## src/rtl/sum_win_pkg.sv

```systemverilog
// Shared types and helpers for the window accumulator slice.
package sum_win_pkg;

  typedef enum logic [1:0] {
    IDLE  = 2'd0,
    ACCUM = 2'd1,
    HOLD  = 2'd2
  } state_t;

  localparam int DEF_DATA_W = 4;
  localparam int DEF_WINDOW = 8;

  // Smallest r with 2**r >= value; usable in constant expressions.
  function automatic int clog2(input int value);
    int r;
    r = 0;
    while ((1 << r) < value) r = r + 1;
    return r;
  endfunction

endpackage

```

## src/rtl/sum_window_accumulator_win_counter.sv

```systemverilog
// Sample counter for one window; 'last' flags the final sample slot.
module win_counter
  import sum_win_pkg::*;
#(
  parameter int WINDOW = DEF_WINDOW
) (
  input  logic clk,
  input  logic rst,
  input  logic inc,
  input  logic load1,
  input  logic clr,
  output logic last
);

  localparam int CNT_W = clog2(WINDOW);

  logic [CNT_W-1:0] cnt;

  // A completing increment wraps to zero because WINDOW is a power of two.
  always_ff @(posedge clk or posedge rst) begin
    if (rst)        cnt <= '0;
    else if (clr)   cnt <= '0;
    else if (load1) cnt <= CNT_W'(1);
    else if (inc)   cnt <= cnt + CNT_W'(1);
  end

  assign last = (cnt == CNT_W'(WINDOW - 1));

endmodule

```

## src/rtl/sum_window_accumulator.sv

```systemverilog
// Accumulates WINDOW samples and presents the total on a valid/ready port.
// Define SUM_WIN_AVG_EN to output the window average instead of the sum.
module sum_window_accumulator
  import sum_win_pkg::*;
#(
  parameter int DATA_W = DEF_DATA_W,
  parameter int WINDOW = DEF_WINDOW,
  parameter int ACC_W  = DATA_W + clog2(WINDOW)
) (
  input  logic              clk,
  input  logic              rst,
  input  logic              in_valid,
  input  logic [DATA_W-1:0] in_data,
  output logic              in_ready,
  output logic              out_valid,
  output logic [ACC_W-1:0]  out_data,
  input  logic              out_ready,
  output logic              overrun
);

  localparam int CNT_W = clog2(WINDOW);

  if (WINDOW < 2 || (WINDOW & (WINDOW - 1)) != 0) begin : g_bad_window
    $error("sum_window_accumulator: WINDOW must be a power of two and >= 2");
  end

  state_t           state, next_state;
  logic [ACC_W-1:0] acc;
  logic [ACC_W-1:0] sample;
  logic [ACC_W-1:0] sum;
  logic             accept;
  logic             last;
  logic             cnt_inc, cnt_load1, cnt_clr;
  logic             complete;

  assign sample = ACC_W'(in_data);
  assign sum    = acc + sample;

  win_counter #(.WINDOW(WINDOW)) u_counter (
    .clk   (clk),
    .rst   (rst),
    .inc   (cnt_inc),
    .load1 (cnt_load1),
    .clr   (cnt_clr),
    .last  (last)
  );

  always_ff @(posedge clk or posedge rst) begin
    if (rst) state <= IDLE;
    else     state <= next_state;
  end

  always_comb begin
    next_state = state;
    case (state)
      IDLE:    if (accept) next_state = ACCUM;
      ACCUM:   if (accept && last) next_state = HOLD;
      HOLD:    if (out_ready) next_state = in_valid ? ACCUM : IDLE;
      default: next_state = IDLE;
    endcase
  end

  always_comb begin
    in_ready  = (state != HOLD) || out_ready;
    accept    = in_valid && in_ready;
    cnt_inc   = accept && (state == ACCUM);
    cnt_load1 = accept && (state != ACCUM);
    cnt_clr   = (state == HOLD) && out_ready && !in_valid;
    complete  = accept && (state == ACCUM) && last;
  end

  // The first sample of a window (from IDLE or a zero-bubble HOLD exit) reloads acc.
  always_ff @(posedge clk or posedge rst) begin
    if (rst) begin
      acc       <= '0;
      out_valid <= 1'b0;
      out_data  <= '0;
      overrun   <= 1'b0;
    end else begin
      if (accept) acc <= (state == ACCUM) ? sum : sample;
      if (complete) begin
        out_valid <= 1'b1;
`ifdef SUM_WIN_AVG_EN
        out_data  <= sum >> CNT_W;
`else
        out_data  <= sum;
`endif
      end else if (state == HOLD && out_ready) begin
        out_valid <= 1'b0;
      end
      if (state == HOLD && !out_ready && in_valid) overrun <= 1'b1;
    end
  end

endmodule
```

## config.mk

```make
export PLATFORM = sky130hd
export DESIGN_NAME = sum_window_accumulator
export DESIGN_NICKNAME = d
export VERILOG_FILES = /design/src/rtl/sum_win_pkg.sv /design/src/rtl/sum_window_accumulator_win_counter.sv /design/src/rtl/sum_window_accumulator.sv
export SDC_FILE = /design/constraint.sdc
export NUM_CORES = 1
export LEC_CHECK = 0
export ABC_AREA = 1
export BUFFER_PORTS_ARGS = -buffer_cell sky130_fd_sc_hd__buf_2
export CAP_MARGIN = 10
export CORE_UTILIZATION = 60
export CTS_BUF_LIST = sky130_fd_sc_hd__clkbuf_8
export CTS_CLUSTER_SIZE = 24
export DETAILED_ROUTE_END_ITERATION = 16
export PLACE_DENSITY = 0.84
export SETUP_SLACK_MARGIN = 0.4
export SLEW_MARGIN = 5
export SYNTH_ARGS = -nofsm -noshare
export SYNTH_HDL_FRONTEND = slang
export SYNTH_HIERARCHICAL = 1
export SYNTH_SLANG_ARGS = --single-unit
```

## constraint.sdc

```tcl
create_clock -name clk -period 3.3 [get_ports clk]
set_clock_uncertainty 0.05 [all_clocks]
set_input_delay 0.66 -clock clk [delete_from_list [all_inputs] [get_ports clk]]
set_output_delay 0.66 -clock clk [all_outputs]
set_load 0.03 [all_outputs]
```

### Word-level counts from Yosys, hierarchy flattened

Index checks and enable logic that the tools add are counted.

* flip-flop bits (word level): 21
* bits in latches: 0
* memory bits (writable): 0
* memory bits (read-only): 0
* input bits: 8
* output and inout port bits: 10
* word-level logic and storage cells: 43
* memories kept: 0

* add/subtract/negate cells: 2
* multipliers: 0
* div/mod/pow operators: 0
* magnitude comparators: 0
* equal/unequal tests: 8
* shift-type cells: 0
* mux-type cells: 11
* bitwise gates (word level): 0
* reduce and logical (&&, ||, !) cells: 16

Operator list (count)
* logical AND 1 bit: 9
* two-way mux 3 bit: 3
* inequality test 2 bit, second input constant: 4
* adder 7 x 4 -> 7 bit: 1
* two-way mux 7 bit: 1
* two-way mux 2 bit: 3
* case mux 2 bit (3 select lines): 1
* adder 3 x 1 -> 3 bit, second input constant: 1
* == test 3 bit, second input constant: 1
* two-way mux 1 bit: 3
* AND reduction 3 bit: 1
* nonzero test 3 bit: 1
* == test 2 x 1 -> 1 bit, second input constant: 1
* == test 2 bit, second input constant: 1
* zero test 1 bit: 2
* zero test 2 bit: 1
* inequality test 2 x 1 -> 1 bit, second input constant: 1
* nonzero test 2 bit: 1
* logical OR 1 bit: 1

### Depth between registers and ports, before layout

* depth after elaboration: 7
* mapped depth: 9
* gate-level depth less buffers: 9

### Hierarchy

The synthesis kept the hierarchy.

By module, submodules not included
* sum_window_accumulator: times used 1, cells each 119, area an instance 992.2 sq um, sequential area each 450.4 sq um
* win_counter: times used 1, cells each 22, area an instance 171.4 sq um, sequential area each 75.1 sq um

### Least setup slack after synthesis

No wires, ideal clock.

* path type: in2reg
* start point: input in_data[0]
* end point: register acc[6]
* library setup time: 0.117 ns
* arrival time: 1.704 ns
* data required time: 3.133 ns
* path slack: 1.428 ns
* cell stages on the path: 8
* buffers on the path: 0
* cell sequence: ha_1 -> inv_1 -> fa_1 -> nand3b_1 -> nand2_1 -> nand3_1 -> nand3_1 -> nand2_1

* cells in the longest elaborated chain, start to end: 2

RTL lines
* start, declared: RTL line sum_window_accumulator.sv:13 `input logic [DATA_W-1:0] in_data,`
* adder 7 x 4 -> 7 bit: RTL line sum_window_accumulator.sv:37 `assign sum = acc + sample;`
* two-way mux 7 bit: RTL line sum_window_accumulator.sv:80 `if (accept) acc <= (state == ACCUM) ? sum : sample;`
* end signal, assigned: RTL line sum_window_accumulator.sv:80
* end, declared: RTL line sum_window_accumulator.sv:28 `logic [ACC_W-1:0] acc;`

Every way passes these cells.
A chain may end at the register's enable or synchronous reset.

### Worst setup path after layout

* start point: input out_ready
* end point: output in_ready

* cells in the longest elaborated chain, start to end: 1

RTL lines
* start, declared: RTL line sum_window_accumulator.sv:17 `input logic out_ready,`
* logical OR 1 bit: RTL line sum_window_accumulator.sv:64 `in_ready = (state != HOLD) || out_ready;`
* end, declared: RTL line sum_window_accumulator.sv:14 `output logic in_ready,`

Every way passes these cells.

==> impl_metrics.py <==
metrics = {
    "run_status": {
        "outcome": "finished, final reports clean",
    },
    "final_layout": {
        "diodes": 0,
        "drive_gt1_frac": 0.1988,
        "syn_to_final_growth_pct": 12.90,
        "fill_cells": 157,
        "nets": 177,
        "final_cell_count_no_fill": 186,
    },
    "synth": {
        "synth_top_family_by_area": "simple AND/OR/NAND/NOR gates",
        "synthAdderAreaFrac": 0.08172,
        "yosysSeqAreaShare": 0.4516,
        "syn-num-nets": 156,
        "synthFlopType": "dfrtp_1",
        "yosysWarnings": 6,
        "yosys.cell_types.count": 19,
        "synth-seq-cells": 21,
        "synth.cells.most_frequent": "47 x nand2_1, 21 x dfrtp_1, 18 x inv_1",
        "synth_top_area_cell": "dfrtp_1",
        "yosysMostFrequentCell": "nand2_1",
        "synth_edf_count": 0,
        "yosys.area_share.xor_xnor": 0.007527,
        "synth.area.mux_share": 0,
        "synth-simple-area-share": 0.3161,
        "synth.avg_cell_area_sq_um": 8.253,
        "synth_area_leaders": "dfrtp_1 45%, nand2_1 15%, nand3_1 6.9%",
        "postSynth.asyncResetShare": 1.000,
        "synth-compound-area-share": 0.06559,
        "synthCells": 141,
        "synth_top_area_frac": 0.4516,
        "syn_area_sq_um": 1164,
    },
    "power_and_ir_drop": {
        "internal_power_mw": 0.6485,
        "power_frac_comb": 0.486,
        "p_switching_mw": 0.5262,
        "clkPwrFrac": 0.140,
        "vdd_drop_max_uv": 581.1,
        "pwr-share-seq": 0.374,
        "swShare": 0.4480,
        "power.leakage_nw": 0.7316,
        "p_per_area_nw_per_um2": 894.1,
    },
    "placed_design": {
        "dp_hpwl_um": 1677,
        "pre_cts_slack_ns": 1.208,
        "place_inst": 182,
        "io_buffer_count": 17,
        "place.gp.congestion": 0.8707,
    },
    "clocking": {
        "cts_setup_buffers": 0,
        "htree_levels": 1,
        "clkSinkCount": 21,
        "cts_tree": "yes",
        "ctsResizeCount": 0,
        "cts_buffer_depth": 2,
        "ctsHoldBuffers": 0,
        "cts_inserted_buffers": 3,
        "cts_root_buf": "clkbuf_8",
        "path_clk_slew_ns": 0.07,
        "insertion_delay_ns": 0.26,
    },
    "worst_setup_path": {
        "slowest_stage": "nand3b_1",
        "cp.arrival_ns": 1.25,
        "end_kind": "output pin",
        "critical_path_required_ns": 2.59,
        "crit_top_cell": "buf_2",
        "worstReg2RegStart": "acc[0]",
        "slowest_delay_ns": 0.25,
        "criticalPathCategory": "in -> out",
        "path_cells": "buf_2 -> nand3b_1 -> buf_2",
        "reg2reg_slack_ns": 1.63,
        "regToRegEndpoint": "acc[6]",
        "critPathLaunchType": "input pin",
        "r2r_cells": 8,
        "crit_path_max_fanout": 4,
    },
    "sta": {
        "fmax_ghz": 0.5090,
        "worstMarginPinSlew_ns": 0.6996,
        "rsz0062_at_grt": "no",
        "slew_viol_final": 0,
        "fin_hold_ws_ns": 0.2081,
        "slew_headroom": 0.5331,
        "setup_viol": 0,
        "finalCriticalPeriod_ns": 1.965,
        "timing.final.crit_share": 0.5954,
        "tns_ns": 0,
        "setup_slack_ns": 1.335,
        "hold_viol_final": 0,
    },
    "global_route": {
        "grt_max_degree": 19,
        "grt_pass1_wl_um": 3608,
        "grt-ovfl-total": 0,
        "grt_usage": 0.2543,
        "antenna_found_initial": 0,
        "grt_pass1_vias": 841,
    },
    "floorplanning": {
        "die_y_um": 46.04,
        "core-area_sq_um": 1764,
        "io_pins": 18,
        "initial_core_util": 0.6596,
        "dieArea_sq_um": 2120,
        "rows": 15,
        "die_w_um": 46.04,
    },
    "run": {
        "cap_violations": 0,
    },
    "detailed_routing": {
        "drcViolationCount": 0,
        "vias": 950,
        "wl_um": 2185,
        "first_pass_iters": 5,
        "ant_nets": 0,
        "via_per_inst": 5.108,
        "wl_per_cell_um": 11.75,
        "drt_iter0_markers": 24,
    },
    "min_path": {
        "hp-class": "in -> async",
    },
}
worst max-delay path by stage:
stage | from | to | slack [ns] | depth (start not counted)
final | out_ready | in_ready | 1.34 | 3
after global routing | out_ready | in_ready | 1.28 | 3
after CTS | out_ready | in_ready | 1.34 | 3
after detailed placement | in_data[0] | out_data[6] | 1.21 | 9
after global placement | in_data[0] | out_data[6] | 1.26 | 9
after floorplan | in_data[0] | acc[6] | 1.43 | 8
worst max-delay path, delay by kind of cell:
family | cells | cell delay (ns)
buffers and inverters | 2 | 0.34
AND/OR/NAND/NOR | 1 | 0.25
layout by cell type (no fill, tap or decap):
| master | count |
|---|---|
| nor2_1 | 7 |
| o21ai_2 | 3 |
| nor2_2 | 1 |
| dfrtp_1 | 21 |
| a21oi_1 | 1 |
| nand2_4 | 1 |
| inv_2 | 3 |
| inv_1 | 19 |
| o21bai_1 | 1 |
| clkbuf_8 | 3 |
| o21ai_0 | 3 |
| nor2_4 | 4 |
| nand2_1 | 47 |
| fa_1 | 1 |
| ha_1 | 6 |
| nand3b_1 | 3 |
| o211ai_1 | 3 |
| xor2_1 | 1 |
| nand3_1 | 16 |
| buf_2 | 17 |
stage by stage:
stage / total power [mW] / instance area [sq um] / utilization
finish: 1.175 / 1314 / 0.7447
global placement: 0.9871 / 1269 / 0.7191
CTS: 1.181 / 1314 / 0.7447
floorplan: 0.8819 / 1164 / -
detailed placement: 1.016 / 1269 / 0.7191
global route: 1.284 / 1314 / 0.7447
registers in the layout, indices dropped and copies added, names as in the netlist:
register       count
acc                7
overrun            1
state              2
out_data           7
out_valid          1
u_counter/cnt      3
cell type report:
class | instances | area [sq um] | area share
Timing Repair Buffer | 17 | 85.08 | 0.06476
Multi-Input combinational cell | 98 | 548.0 | 0.4171
Clock buffer | 3 | 41.29 | 0.03143
Clock inverter | 1 | 3.754 | 0.002857
Sequential cell | 21 | 525.5 | 0.4000
Tap cell | 25 | 31.28 | 0.02381
Inverter | 21 | 78.83 | 0.06000
power groups by stage:
| stage | Clock, mW | Combinational, mW | Sequential (mW) |
|---|---|---|---|
| 2_1_floorplan | 0 | 0.362 | 0.520 |
| 3_3_place_gp | 0 | 0.551 | 0.437 |
| 3_5_place_dp | 0 | 0.574 | 0.442 |
| 4_1_cts | 0.169 | 0.574 | 0.439 |
| 5_1_grt | 0.184 | 0.648 | 0.452 |
| 6_report | 0.165 | 0.571 | 0.439 |
logic make-up after synthesis:
group	after synthesis
buffers and inverters	22
DFF	21
adders and majority gates	7
AOI/OAI and AO/OA	11
and+or+nand+nor	79
xor gates and xnor gates	1
metal layers:
metal	wire, um	share of wire	GRT usage
met1	925	0.42	0.3083
met2	1115	0.51	0.4254
met3	98	0.045	0.04762
met4	46	0.021	0.1294
met5	0	0	0
No activity file was read; power rests on OpenSTA's default activity.
